File: src/rtl/dual_dice_roller.sv
// dual_dice_roller
//   Produces four die faces (a,b = player 1, c,d = player 2) for the
//   dual-dice sum/compare stage. A free-running 16-bit LFSR supplies
//   entropy; each accepted rising edge of roll_req tumbles all dice for
//   SPIN_CYCLES updates, then freezes them and pulses valid for one cycle.
//   Dice are always in 1..6.
//
//   Parameters:
//     SPIN_CYCLES  tumble updates per roll, legal range 1..255 (default 16)
//     SEED         LFSR reset value; 0 is replaced by 16'h0001
//
//   Ports:
//     clk          sole clock, rising edge
//     rst_n        asynchronous active-low reset
//     roll_req     roll strobe, acted on at its rising edge only
//     hold[3:0]    per-die freeze (bit0=a .. bit3=d), only with DICE_HOLD_EN
//     a,b,c,d      registered die values 1..6
//     busy         high while tumbling
//     valid        one-cycle pulse when a new set of dice is final
//     roll_count   completed rolls, wraps 255 -> 0
//
//   Build option: define DICE_HOLD_EN to add the hold port.
module dual_dice_roller #(
    parameter int unsigned SPIN_CYCLES = 16,
    parameter logic [15:0] SEED        = 16'hACE1
) (
    input  logic       clk,
    input  logic       rst_n,
    input  logic       roll_req,
`ifdef DICE_HOLD_EN
    input  logic [3:0] hold,
`endif
    output logic [2:0] a,
    output logic [2:0] b,
    output logic [2:0] c,
    output logic [2:0] d,
    output logic       busy,
    output logic       valid,
    output logic [7:0] roll_count
);

    // Encoding chosen so busy and valid are single state bits.
    typedef enum logic [1:0] {
        IDLE = 2'b00,
        SPIN = 2'b01,
        DONE = 2'b10
    } state_t;

    localparam logic [15:0] LFSR_INIT = (SEED == 16'h0000) ? 16'h0001 : SEED;
    localparam logic [7:0]  CNT_LAST  = 8'(SPIN_CYCLES - 1);

    state_t      state;
    state_t      state_nxt;
    logic [15:0] lfsr;
    logic        roll_prev;
    logic [7:0]  cnt;
    logic [2:0]  dice [4];
    logic [3:0]  hold_mask;
    logic        rise;
    logic        last;

`ifdef DICE_HOLD_EN
    assign hold_mask = hold;
`else
    assign hold_mask = 4'b0000;
`endif

    assign rise = roll_req & ~roll_prev;
    assign last = (cnt == CNT_LAST);

    // Advance a die by r+1 faces (r = 0..3) with wrap 6 -> 1.
    // die + r equals (die-1) + step, which is at most 9, so one
    // conditional subtract is a complete mod 6.
    function automatic logic [2:0] next_die(input logic [2:0] die,
                                            input logic [1:0] r);
        logic [3:0] v;
        v = {1'b0, die} + {2'b00, r};
        if (v >= 4'd6)
            v = v - 4'd6;
        return v[2:0] + 3'd1;
    endfunction

    function automatic logic [15:0] lfsr_step(input logic [15:0] l);
        return {l[14:0], l[15] ^ l[13] ^ l[12] ^ l[10]};
    endfunction

    // State register
    always_ff @(posedge clk or negedge rst_n) begin
        if (!rst_n)
            state <= IDLE;
        else
            state <= state_nxt;
    end

    // Next-state logic; rises outside IDLE are simply ignored
    always_comb begin
        state_nxt = state;
        case (state)
            IDLE:    if (rise) state_nxt = SPIN;
            SPIN:    if (last) state_nxt = DONE;
            DONE:    state_nxt = IDLE;
            default: state_nxt = IDLE;
        endcase
    end

    // Outputs decoded from the registered state
    always_comb begin
        busy  = (state == SPIN);
        valid = (state == DONE);
    end

    // Entropy, edge detect, tumble counter, dice and roll counter
    always_ff @(posedge clk or negedge rst_n) begin
        if (!rst_n) begin
            lfsr       <= LFSR_INIT;
            roll_prev  <= 1'b0;
            cnt        <= 8'd0;
            roll_count <= 8'd0;
            for (int k = 0; k < 4; k++)
                dice[k] <= 3'd1;
        end else begin
            lfsr      <= lfsr_step(lfsr);
            roll_prev <= roll_req;
            if (state == IDLE && rise)
                cnt <= 8'd0;
            else if (state == SPIN)
                cnt <= cnt + 8'd1;
            if (state == SPIN && last)
                roll_count <= roll_count + 8'd1;
            if (state == SPIN) begin
                for (int k = 0; k < 4; k++)
                    if (!hold_mask[k])
                        dice[k] <= next_die(dice[k], lfsr[2*k +: 2]);
            end
        end
    end

    assign a = dice[0];
    assign b = dice[1];
    assign c = dice[2];
    assign d = dice[3];

endmodule

File: config.mk
export PLATFORM = sky130hd
export DESIGN_NAME = dual_dice_roller
export DESIGN_NICKNAME = d
export VERILOG_FILES = /design/src/rtl/dual_dice_roller.sv
export SDC_FILE = /design/constraint.sdc
export NUM_CORES = 1
export LEC_CHECK = 0
export BUFFER_PORTS_ARGS = -buffer_cell sky130_fd_sc_hd__buf_4
export CORE_MARGIN = 2
export CORE_UTILIZATION = 45
export CTS_BUF_LIST = sky130_fd_sc_hd__clkbuf_4 sky130_fd_sc_hd__clkbuf_8
export DETAILED_ROUTE_END_ITERATION = 12
export HOLD_SLACK_MARGIN = 0.05
export MAX_ROUTING_LAYER = met4
export PLACE_DENSITY = 0.67
export SLEW_MARGIN = 20
export SYNTH_ARGS = -nofsm -noshare
export SYNTH_HDL_FRONTEND = slang
export SYNTH_SLANG_ARGS = --single-unit
File: constraint.sdc
create_clock -name clk -period 3.5 [get_ports clk]
set_input_delay 0.7 -clock clk [delete_from_list [all_inputs] [get_ports clk]]
set_output_delay 0.7 -clock clk [all_outputs]
set_load 0.005 [all_outputs]
==> results.md <==
Worst setup path:
- At the worst endpoint, the arrival time is 2.82 ns.
- STA classifies the critical path endpoint as a flip-flop.
- The critical path in this run is classified as reg2reg.
- The startpoint identified for the worst register-to-register timing path is b[0].
- STA classifies the critical path startpoint as a flip-flop.
- The critical path starts at b[0].
- The endpoint required time on the critical path is 3.71 ns.
- The largest fanout on the critical path is 6.

GRT:
- The final global-route overflow total is 0.
- The first-pass GRT wire length is 7.245 mm.
- Across every metal layer, demand over resource in global routing totals 16.22%.
- The pin count of the biggest net entering global routing is 48.
- The initial antenna violation count came to 0.
- The number of global-route vias before repair is 1547.

Placed design:
- The number of input and output port buffers inserted is 24.
- The detailed placer's ending HPWL is 2.829 mm.
- OpenSTA, run right after detailed placement, puts the worst setup slack at 0.9146 ns.
- The global placement routability congestion is 0.7535.

Clock tree:
- The post-CTS repair timing setup buffer count is 0.
- In this run the clock root is driven by a sky130_fd_sc_hd__clkbuf_8.
- No sink is reached through more buffers than the 2 on the longest clock path.
- The clock latency on the worst-skew pair is 0.30 ns.
- The quantity of gates resized following cts is 0.
- The total of hold buffers inserted after clock tree synthesis is 0.
- Clock-pin slew was measured on the worst setup and hold paths at 0.09 ns.
- The clock tree from TritonCTS is built.
- In this run, CTS created clock tree buffers numbering 5.
- In this run the number of H-tree levels came out at 2.
- The clock drives 47 sinks.

Run:
- The tool flagged a number of max-cap violations equal to 0.

Yosys:
- The most used flip-flop cell after synthesis is sky130_fd_sc_hd__dfrtp_1.
- Averaged over all synthesized cells, the footprint is 10.88 um2.
- For this run, the number of Yosys warnings is 0.
- The synthesis-stage register bit count is 47.
- The async set-reset flop share out of synthesis is 100.0%.
- The net count after synthesis is 235.
- Summing every instance area after synthesis gives 0.002328 mm2.
- The post-synthesis sequential area ratio is 51.16%.
- By area the synthesized netlist is led by sky130_fd_sc_hd__dfrtp_1 (38%), sky130_fd_sc_hd__dfstp_2 (14%), sky130_fd_sc_hd__ha_1 (7.5%), sky130_fd_sc_hd__xnor2_1 (4.9%), sky130_fd_sc_hd__nand2_1 (4.8%).
- Counting every instance in the synthesized netlist gives 214.
- The synthesized design devotes to its leading area cell type 37.61% of total area.
- The synthesized netlist contains 41 unique library cells.
- The number of enable flip-flop cells after synthesis is 0.
- The cell type with the largest total area after synthesis is sky130_fd_sc_hd__dfrtp_1.

Final layout:
- Registers take 0.001191 mm2.
- Compared with the post-synthesis result, the final layout area differs by 16.34%.
- In the final layout, the share of cells above drive strength 1 is 21.40%.
- Summing all multi-input logic gate instances after layout gives 0.001100 mm2.
- The final net count is 263.
- Cells fill 53.72% of the core in the end.
- The number of inserted filler cells in the final layout is 446.
- The number of diodes added for antenna fixing is 0.

Floorplanning:
- The initial standard-cell utilization of the core is 46.18%.
- The top-level I/O count is 25.
- The die covers 0.005766 mm2.
- The standard cell core area is 0.005042 mm2.
- The vertical die dimension is 75.94 um.
- From left edge to right edge, the die measures 75.94 um.
- The number of placement rows is 26.

Power and ir drop:
- The proportion of power drawn by flip-flops and latches is 56.7%.
- The combinational fraction of design power is 1.2%.
- The power density of the placed cells is 354.3 mW/mm2.
- Summed over all nets, the switching power comes to 0.0001979 W.
- Cell internal power was estimated by the tool at 0.0007618 W.
- The total leakage power is 1.275 nW.
- Net switching is 20.62% of the power.
- IR analysis of the VDD net gives a maximum drop of 0.2166 mV.
- The clock group share of total power is 42.1%.

Timing:
- The setup violation total in the final timing report is 0.
- The final-report max-slew violation count is 0.
- Across the routed clock network, the largest skew measured is 0.007971 ns.
- Setup repair after global routing left no endpoint under its margin.
- The count of endpoints failing hold in the final timing report is 0.
- The smallest clock period supported by the final layout is computed as 2.614 ns.
- Timing would allow up to 382.6 MHz.
- Setup total negative slack on the finished layout was measured at 0 ns.
- The slew at the pin closest to its max-slew limit is 0.6575 ns.
- The tightest slew margin relative to the limit is 56.17%.
- After layout, the worst setup slack is 0.8862 ns.
- The final critical path takes up 74.68% of the cycle.

Min path:
- In this run the most critical hold path is launched from lfsr[8].
- The class of the tightest hold or removal check is reg2reg.

Detailed routing:
- The wire length reported by the detailed router is 4.033 mm.
- The detailed router finished its first iteration with 68 violations.
- Before antenna repair, the detailed router went through 5 iterations.
- The remaining number of nets flagged by the antenna check after routing is 0.
- In the routed layout, each cell is associated on average with a via count of 5.163.
- The remaining routing DRC violations is 0.
- The final routed wire length divided by cell count is 12.88 um.
- The routed layout has 1616 vias.

Status:
- The flow ran to the end, and the final reports show no timing, DRC or antenna violations.
==> logic make-up after synthesis <==
group	after synthesis	share of synthesized area (%)
AO/OA/AOI/OAI	41	10.75
XOR/XNOR	18	7.093
adder cells (fa/ha/maj)	18	10.96
buffers and inverters	10	1.612
flip-flops	47	51.16
multiplexers	3	1.343
AND/OR/NAND/NOR	77	17.09
==> per-stage QoR <==
stage,cell area (um2),hold slack [ns],total power [W],cells
floorplan,2328,0.3312,0.0005544,214
global placement,2592,0.3357,0.0005670,305
detailed placement,2592,0.3492,0.0005667,305
CTS,2709,0.3663,0.0009771,313
global route,2709,0.3748,0.001001,313
finish,2709,0.3629,0.0009598,313
==> worst max-delay path, cell delays in order (launching register included) <==
cell and delay [ns]:
sky130_fd_sc_hd__dfstp_2 0.55, sky130_fd_sc_hd__ha_1 0.18, sky130_fd_sc_hd__fa_1 0.49, sky130_fd_sc_hd__and3_1 0.17
sky130_fd_sc_hd__o21ai_0 0.15, sky130_fd_sc_hd__o31ai_1 0.10, sky130_fd_sc_hd__ha_1 0.25, sky130_fd_sc_hd__nand2b_1 0.09
sky130_fd_sc_hd__o22ai_1 0.07, sky130_fd_sc_hd__a41o_1 0.21, sky130_fd_sc_hd__a311oi_1 0.26
==> path summary, 6_finish.rpt <==
path,to,slack [ns],cells after the start
worst max-delay path,b[2],0.89,10
worst min-delay path,lfsr[9],0.36,0
worst max register to register,b[2],0.89,10
worst min register to register,lfsr[9],0.36,0
max in group asynchronous,b[0],2.71,1
min in group asynchronous,b[2],0.38,1
==> per-layer routing <==
metal	share of wire [%]	GRT usage, %	up-vias	wire (um)
li1	-	-	805	-
met1	49	21.04	776	1957
met2	46	24.55	31	1844
met3	4.2	4.524	4	169
met4	1.5	6.000	0	61
met5	0	-	-	0
==> sequential cells by signal, indices dropped and copies added (netlist names) <==
register and cells:
lfsr 16, cnt 8, roll_count 8, a 3, b 3, c 3
d 3, state 2, roll_prev 1
==> cells in the final DEF (no fill, tap or decap), drive strengths merged, types with 3 or more instances in the layout <==
cell / netlist / layout
dfrtp: 35 / 35
nand2: 30 / 30
a21oi: 12 / 12
nand3: 8 / 8
fa: 4 / 4
nor2: 10 / 10
o21ai: 15 / 15
nand2b: 9 / 9
ha: 14 / 14
nand4: 3 / 3
and3: 5 / 5
nor2b: 3 / 3
clkbuf: 5 / 5
xnor2: 13 / 13
dfstp: 12 / 12
inv: 5 / 6
buf: 0 / 26
xor2: 5 / 5
==> cell usage after synthesis, types with 2 or more instances <==
cell type	instances
sky130_fd_sc_hd__nand2b_1	9
sky130_fd_sc_hd__nand2_1	30
sky130_fd_sc_hd__o2bb2ai_1	2
sky130_fd_sc_hd__ha_1	14
sky130_fd_sc_hd__o21ai_0	15
sky130_fd_sc_hd__and3_1	4
sky130_fd_sc_hd__nor3b_1	2
sky130_fd_sc_hd__xnor2_1	13
sky130_fd_sc_hd__nor2_1	10
sky130_fd_sc_hd__nand4_1	3
sky130_fd_sc_hd__nand3_1	8
sky130_fd_sc_hd__xor2_1	4
sky130_fd_sc_hd__inv_1	5
sky130_fd_sc_hd__mux2i_1	2
sky130_fd_sc_hd__fa_1	4
sky130_fd_sc_hd__clkbuf_1	5
sky130_fd_sc_hd__dfrtp_1	35
sky130_fd_sc_hd__nor2b_1	3
sky130_fd_sc_hd__a21oi_1	12
sky130_fd_sc_hd__dfstp_2	12
sky130_fd_sc_hd__o32ai_1	2
==> layout make-up <==
class	instances	share of cell area (%)
clock inverters	3	1.755
multi-input cells	157	40.60
clock buffers	5	2.540
inverters	5	0.6928
repair buffers	26	7.206
well taps	70	3.233
flip-flops and latches	47	43.97
==> power groups by stage <==
stage	Clock, W	Sequential [W]	Combinational [W]
5_1_grt	0.000443	0.000544	0.0000140
3_5_place_dp	0	0.000554	0.0000126
2_1_floorplan	0	0.000554	0.000000112
6_report	0.000404	0.000544	0.0000115
3_3_place_gp	0	0.000554	0.0000128
4_1_cts	0.000420	0.000544	0.0000125
No activity file was read; power rests on OpenSTA's default activity.
